===== src/rtl/apb3_fabric_pkg.sv =====
`default_nettype none
// ============================================================================
//  Module      : apb3_fabric_pkg
//  Description : Shared types, constants and helpers for the registered APB3
//                fabric with slot decode and PREADY watchdog.
//                Contents:
//                  fsm_state_e  - fabric FSM encoding (IDLE/SETUP/ACCESS/RESP)
//                  SLOT_W       - width of the slot field inside PADDR
//                  slot_mapped  - 1 when a slot number is populated and enabled
//  Revision    : 1.0 - initial release
// ============================================================================
package apb3_fabric_pkg;

    localparam int SLOT_W = 4;

    typedef enum logic [1:0] {
        ST_IDLE   = 2'd0,
        ST_SETUP  = 2'd1,
        ST_ACCESS = 2'd2,
        ST_RESP   = 2'd3
    } fsm_state_e;

    // A slot is reachable only when it exists in this build and is enabled.
    function automatic logic slot_mapped(input logic [SLOT_W-1:0] slot,
                                         input int                nslaves,
                                         input logic [15:0]       slot_en);
        return (int'(slot) < nslaves) && slot_en[slot];
    endfunction

endpackage
`default_nettype wire


===== src/rtl/apb3_slot_decode.sv =====
`default_nettype none
// ============================================================================
//  Module      : apb3_slot_decode
//  Description : Combinational slot decoder. Turns the 4-bit slot field of the
//                master address into a one-hot slave select plus a "mapped"
//                flag. Unmapped or disabled slots produce an all-zero select.
//  Ports       : slot    in  SLOT_W    slot field, PADDR[SLOT_LSB+3:SLOT_LSB]
//                sel     out NSLAVES   one-hot select (0 when unmapped)
//                mapped  out 1         slot exists and is enabled
//  Revision    : 1.0 - initial release
// ============================================================================
module apb3_slot_decode
    import apb3_fabric_pkg::*;
#(
    parameter int          NSLAVES = 4,
    parameter logic [15:0] SLOT_EN = 16'hFFFF
)(
    input  logic [SLOT_W-1:0]  slot,
    output logic [NSLAVES-1:0] sel,
    output logic               mapped
);

    assign mapped = slot_mapped(slot, NSLAVES, SLOT_EN);

    generate
        for (genvar k = 0; k < NSLAVES; k++) begin : g_sel
            assign sel[k] = mapped && (slot == SLOT_W'(k));
        end
    endgenerate

endmodule
`default_nettype wire


===== src/rtl/apb3_fabric_wdt.sv =====
`default_nettype none
// ============================================================================
//  Module      : apb3_fabric_wdt
//  Description : Registered APB3 interconnect, one master to NSLAVES slots.
//                Adds a per-slot enable mask, a decode-error response for
//                unmapped/disabled slots and a PREADY watchdog that aborts a
//                hung slave with PSLVERR.
//  Ports       : PCLK/PRESET            clock, synchronous active-high reset
//                PSEL/PENABLE/PWRITE/
//                PADDR/PWDATA           master request
//                PRDATA/PREADY/PSLVERR  master response (0 unless PREADY)
//                PSELS/PENABLES/PWRITES/
//                PADDRS/PWDATAS         registered slave request
//                PRDATAS/PREADYS/
//                PSLVERRS               slave responses, slot k at bit/lane k
//                err_decode             1-cycle pulse on unmapped access
//                err_timeout            1-cycle pulse on watchdog abort
//  Revision    : 1.0 - initial release
// ============================================================================
module apb3_fabric_wdt
    import apb3_fabric_pkg::*;
#(
    parameter int          NSLAVES  = 4,
    parameter int          AWIDTH   = 32,
    parameter int          DWIDTH   = 32,
    parameter int          SLOT_LSB = 12,
    parameter logic [15:0] SLOT_EN  = 16'hFFFF,
    parameter int          TIMEOUT  = 256
)(
    input  logic                      PCLK,
    input  logic                      PRESET,
    input  logic                      PSEL,
    input  logic                      PENABLE,
    input  logic                      PWRITE,
    input  logic [AWIDTH-1:0]         PADDR,
    input  logic [DWIDTH-1:0]         PWDATA,
    output logic [DWIDTH-1:0]         PRDATA,
    output logic                      PREADY,
    output logic                      PSLVERR,
    output logic [NSLAVES-1:0]        PSELS,
    output logic                      PENABLES,
    output logic                      PWRITES,
    output logic [AWIDTH-1:0]         PADDRS,
    output logic [DWIDTH-1:0]         PWDATAS,
    input  logic [NSLAVES*DWIDTH-1:0] PRDATAS,
    input  logic [NSLAVES-1:0]        PREADYS,
    input  logic [NSLAVES-1:0]        PSLVERRS,
    output logic                      err_decode,
    output logic                      err_timeout
);

    localparam logic [1:0] c_ST_IDLE   = ST_IDLE;
    localparam logic [1:0] c_ST_SETUP  = ST_SETUP;
    localparam logic [1:0] c_ST_ACCESS = ST_ACCESS;
    localparam logic [1:0] c_ST_RESP   = ST_RESP;

    // Keep at least one bit so the TIMEOUT=0 build still elaborates.
    localparam int c_CNT_W = (TIMEOUT > 0) ? $clog2(TIMEOUT + 1) : 1;

    logic [1:0]         r_state;
    logic [NSLAVES-1:0] r_sel;
    logic               r_mapped;
    logic [AWIDTH-1:0]  r_addr;
    logic [DWIDTH-1:0]  r_wdata;
    logic               r_write;
    logic [DWIDTH-1:0]  r_rdata;
    logic               r_slverr;
    logic               r_err_decode;
    logic               r_err_timeout;
    logic [c_CNT_W-1:0] r_cnt;

    logic [NSLAVES-1:0] w_dec_sel;
    logic               w_dec_mapped;
    logic [DWIDTH-1:0]  w_slv_rdata;
    logic               w_slv_ready;
    logic               w_slv_err;
    logic               w_timeout;

    apb3_slot_decode #(
        .NSLAVES (NSLAVES),
        .SLOT_EN (SLOT_EN)
    ) u_decode (
        .slot   (PADDR[SLOT_LSB +: SLOT_W]),
        .sel    (w_dec_sel),
        .mapped (w_dec_mapped)
    );

    // Only the selected slot's response lanes are looked at; r_sel is
    // one-hot (or zero), so an OR-reduction acts as the mux.
    always_comb begin
        w_slv_rdata = '0;
        for (int k = 0; k < NSLAVES; k++) begin
            if (r_sel[k]) begin
                w_slv_rdata = w_slv_rdata | PRDATAS[k*DWIDTH +: DWIDTH];
            end
        end
    end

    assign w_slv_ready = |(PREADYS  & r_sel);
    assign w_slv_err   = |(PSLVERRS & r_sel);

    generate
        if (TIMEOUT != 0) begin : g_wdt_on
            localparam logic [c_CNT_W-1:0] c_CNT_LAST = c_CNT_W'(TIMEOUT - 1);
            assign w_timeout = (r_cnt == c_CNT_LAST);
        end else begin : g_wdt_off
            assign w_timeout = 1'b0;
        end
    endgenerate

    // The decode result is registered at the IDLE edge, so a decode error
    // also passes through the SETUP cycle (with no slave selected) before
    // answering the master.
    always_ff @(posedge PCLK) begin
        if (PRESET) begin
            r_state       <= c_ST_IDLE;
            r_sel         <= '0;
            r_mapped      <= 1'b0;
            r_addr        <= '0;
            r_wdata       <= '0;
            r_write       <= 1'b0;
            r_rdata       <= '0;
            r_slverr      <= 1'b0;
            r_err_decode  <= 1'b0;
            r_err_timeout <= 1'b0;
            r_cnt         <= '0;
        end else begin
            r_err_decode  <= 1'b0;
            r_err_timeout <= 1'b0;
            case (r_state)
                c_ST_IDLE: begin
                    if (PSEL && !PENABLE) begin
                        r_addr   <= PADDR;
                        r_wdata  <= PWDATA;
                        r_write  <= PWRITE;
                        r_sel    <= w_dec_sel;
                        r_mapped <= w_dec_mapped;
                        r_state  <= c_ST_SETUP;
                    end
                end
                c_ST_SETUP: begin
                    if (r_mapped) begin
                        r_cnt   <= '0;
                        r_state <= c_ST_ACCESS;
                    end else begin
                        r_rdata      <= '0;
                        r_slverr     <= 1'b1;
                        r_err_decode <= 1'b1;
                        r_state      <= c_ST_RESP;
                    end
                end
                c_ST_ACCESS: begin
                    // A slave answering in the last allowed cycle beats the watchdog.
                    if (w_slv_ready) begin
                        r_rdata  <= w_slv_rdata;
                        r_slverr <= w_slv_err;
                        r_state  <= c_ST_RESP;
                    end else if (w_timeout) begin
                        r_rdata       <= '0;
                        r_slverr      <= 1'b1;
                        r_err_timeout <= 1'b1;
                        r_state       <= c_ST_RESP;
                    end else if (r_cnt != {c_CNT_W{1'b1}}) begin
                        r_cnt <= r_cnt + 1'b1;
                    end
                end
                c_ST_RESP: begin
                    // Completes on the master's ACCESS beat, or drops on a master abort.
                    if (!PSEL || PENABLE) begin
                        r_state <= c_ST_IDLE;
                    end
                end
                default: begin
                    r_state <= c_ST_IDLE;
                end
            endcase
        end
    end

    assign PSELS       = ((r_state == c_ST_SETUP) || (r_state == c_ST_ACCESS)) ? r_sel : '0;
    assign PENABLES    = (r_state == c_ST_ACCESS);
    assign PWRITES     = r_write;
    assign PADDRS      = r_addr;
    assign PWDATAS     = r_wdata;
    assign PREADY      = (r_state == c_ST_RESP) && PSEL && PENABLE;
    assign PRDATA      = PREADY ? r_rdata  : '0;
    assign PSLVERR     = PREADY ? r_slverr : 1'b0;
    assign err_decode  = r_err_decode;
    assign err_timeout = r_err_timeout;

endmodule
`default_nettype wire


===== config.mk =====
export PLATFORM = sky130hd
export DESIGN_NAME = apb3_fabric_wdt
export DESIGN_NICKNAME = d
export VERILOG_FILES = /design/src/rtl/apb3_fabric_pkg.sv /design/src/rtl/apb3_slot_decode.sv /design/src/rtl/apb3_fabric_wdt.sv
export SDC_FILE = /design/constraint.sdc
export NUM_CORES = 1
export LEC_CHECK = 0
export ABC_AREA = 1
export CORE_ASPECT_RATIO = 2
export CORE_MARGIN = 8
export CORE_UTILIZATION = 41
export CTS_BUF_LIST = sky130_fd_sc_hd__clkbuf_4 sky130_fd_sc_hd__clkbuf_8 sky130_fd_sc_hd__clkbuf_16
export CTS_CLUSTER_SIZE = 25
export DETAILED_ROUTE_END_ITERATION = 8
export PLACE_DENSITY = 0.91
export SYNTH_ARGS = -nofsm -noshare
export SYNTH_HDL_FRONTEND = slang
export SYNTH_HIERARCHICAL = 1
export SYNTH_SLANG_ARGS = --single-unit
export TNS_END_PERCENT = 50

===== constraint.sdc =====
create_clock -name PCLK -period 2.69 [get_ports PCLK]
set_input_delay 0.538 -clock PCLK [delete_from_list [all_inputs] [get_ports PCLK]]
set_output_delay 0.538 -clock PCLK [all_outputs]
set_load 0.005 [all_outputs]

==> flow_summary.ini <==
[outcome]
status = completed

[die]
die_width_um = 102
ios = 311
dieArea_um2 = 19300
initial_core_util_pct = 41.5
die_y_um = 189
core_um2 = 14700
rows = 63

[global_routing]
grtUsageTotal_pct = 22.4
grt_overflow = 0
grt_max_degree = 141
grt_antenna_before_repair = 0
grt_pass1_vias = 6701
grt_pass1_wl_um = 33900

[finish]
n_antenna_cell = 0
fin_nets = 1414
final_cell_mix = clkdlybuf4s50_1, nand2_1, inv_1
syn2layout_area_growth_pct = 61.3
layout-drive-gt1-share_pct = 7.60
layout_commonest_cell = clkdlybuf4s50_1

[clock_tree]
clkTransAtPathRegs_ps = 50
cts-root-buf = clkbuf_16
cts_buffers = 17
clock-sinks = 116
cts_tree = yes
holdBufCountCts = 0
clkLatencyLatePin_ps = 400
clk_path_buf_depth = 2
h-tree-depth = 4

[synth]
syn_inst = 919
synth_nets = 1132
synth_area_leaders = dfxtp_1, nand2_1, inv_1
synth_top_area_share_pct = 37.9
yosysSeqAreaShare_pct = 37.9
synth_area_per_cell_um2 = 6.66
yosysWarnings = 6
synth_cell_types = 29
synth_largest_area_cell = dfxtp_1
syn_area_um2 = 6120
synth-seq-cells = 116

[timing]
worst_pin_slew_ps = 732
min_period_over_period_pct = 96.1
setup_tns_ps = 0
slew_violations = 0
hold_viol = 0
fin_skew_ps = 7.07
relSlewSlack_pct = 51.1
finalWorstSetupSlack_ps = 105
fmax_ghz = 0.387
rsz0062_at_grt = no
setup_violations = 0
final.min_clock_period_ps = 2590

[placed_design]
gp_congestion = 0.898
numPortBuffers = 310
hpwlAfterDp_um = 16900
pre_cts_ws_ps = 37.1

[hold_path]
worst_hold_path_type = flip-flop to flip-flop

[power]
power.density_nw_per_um2 = 706
peakVddDrop_mv = 0.723
leakage_nw = 3.90

[drt]
drc_errors = 0
viasPerCell = 4.79
initialDrtViolationCount = 238
drtAntennaViolNets = 0
drt_pass1_iterations = 4
vias = 6735
wl_um = 22200
wl_per_cell_um = 15.8

[setup_path]
arrival_ps = 2050
cp-start-kind = flip-flop
crit_type = flip-flop to primary output
crit_fanout = 33
end_kind = primary output
cp.required_ps = 2150
ff2ff_setup_slack_ps = 340

[run]
cap_violations = 0
## registers in the layout, indices dropped and copies added (netlist names)
register	cells
PADDRS	32
PWDATAS	32
PWRITES	1
err_decode	1
err_timeout	1
r_cnt	9
r_mapped	1
r_rdata	32
r_sel	4
r_slverr	1
r_state	2
## logic make-up after synthesis
family / after synthesis / share of synthesized area, %
adders and majority gates: 8 / 1.63
AOI/OAI and AO/OA: 155 / 13.1
DFF: 116 / 37.9
buffers and inverters: 186 / 13.1
and+or+nand+nor: 454 / 34.3
## per-layer routing
metal | track usage, % | vias to the layer above | wire length [µm]
met5 | 0 | - | 0
met4 | 9.39 | 0 | 573
met3 | 7.17 | 41 | 1870
met2 | 41.3 | 248 | 11900
met1 | 21.6 | 3012 | 7780
li1 | - | 3434 | -
## layout make-up
class / count / area [µm²]
fill: 1189 / 4860
multi-input combinational: 617 / 3020
inverter: 126 / 473
clock buffer: 24 / 503
clock inverter: 5 / 75.1
sequential: 116 / 2320
timing repair buffer: 323 / 3250
tap: 195 / 244
## what timing repair did
action	CTS	global route
buffers inserted	0	0
endpoints found under the setup margin	0	17
gates resized for setup	0	2
## power breakdown
part | switching (mW) | internal (mW)
Clock | 0.744 | 1.47
Combinational | 1.37 | 1.15
Sequential | 0.147 | 2.09
## synthesized netlist by cell type
cell and number:
nand2_1 265, inv_1 125, dfxtp_1 116, nor2_1 86
a21oi_1 79, o21ai_0 73, clkbuf_1 37, nand4_1 37
nand3_2 28, nand3_1 19, buf_6 8, ha_1 8
buf_2 5, nand2_4 5, buf_1 4, buf_4 4
nand2_2 4, buf_8 2, nor2_2 2, nor3_1 2
o21ai_4 2, and3_1 1, inv_2 1, nand3b_1 1
nand3b_4 1, nor2_4 1, nor2_8 1, o21bai_1 1
or2_2 1
## path summary, 6_finish.rpt
kind,from,endpoint,depth (start not counted)
setup / recovery,r_state[0],PRDATA[15],5
hold / removal,PWDATAS[18],PWDATAS[18],2
setup reg to reg,r_cnt[0],r_state[1],10
hold reg to reg,PWDATAS[18],PWDATAS[18],2
## metrics by stage
step / hold WS, ps / cell area (µm²) / power (mW) / instances / util [%]
after floorplan: 440 / 6120 / 3.86 / 919 / -
after CTS: 442 / 9880 / 7.03 / 1406 / 67.0
final: 440 / 9880 / 6.97 / 1406 / 67.0
after global placement: 429 / 9300 / 4.73 / 1377 / 63.1
after global routing: 454 / 9880 / 7.42 / 1406 / 67.0
after detailed placement: 434 / 9300 / 4.79 / 1377 / 63.1
## worst max-delay path, stage by stage (launching register included)
cell             delay [ps]
dfxtp_1                 410
ha_1                    230
nand3_2                 120
buf_12                  190
nor2_1                  140
clkdlybuf4s50_1         540
No activity file was read; power rests on OpenSTA's default activity.
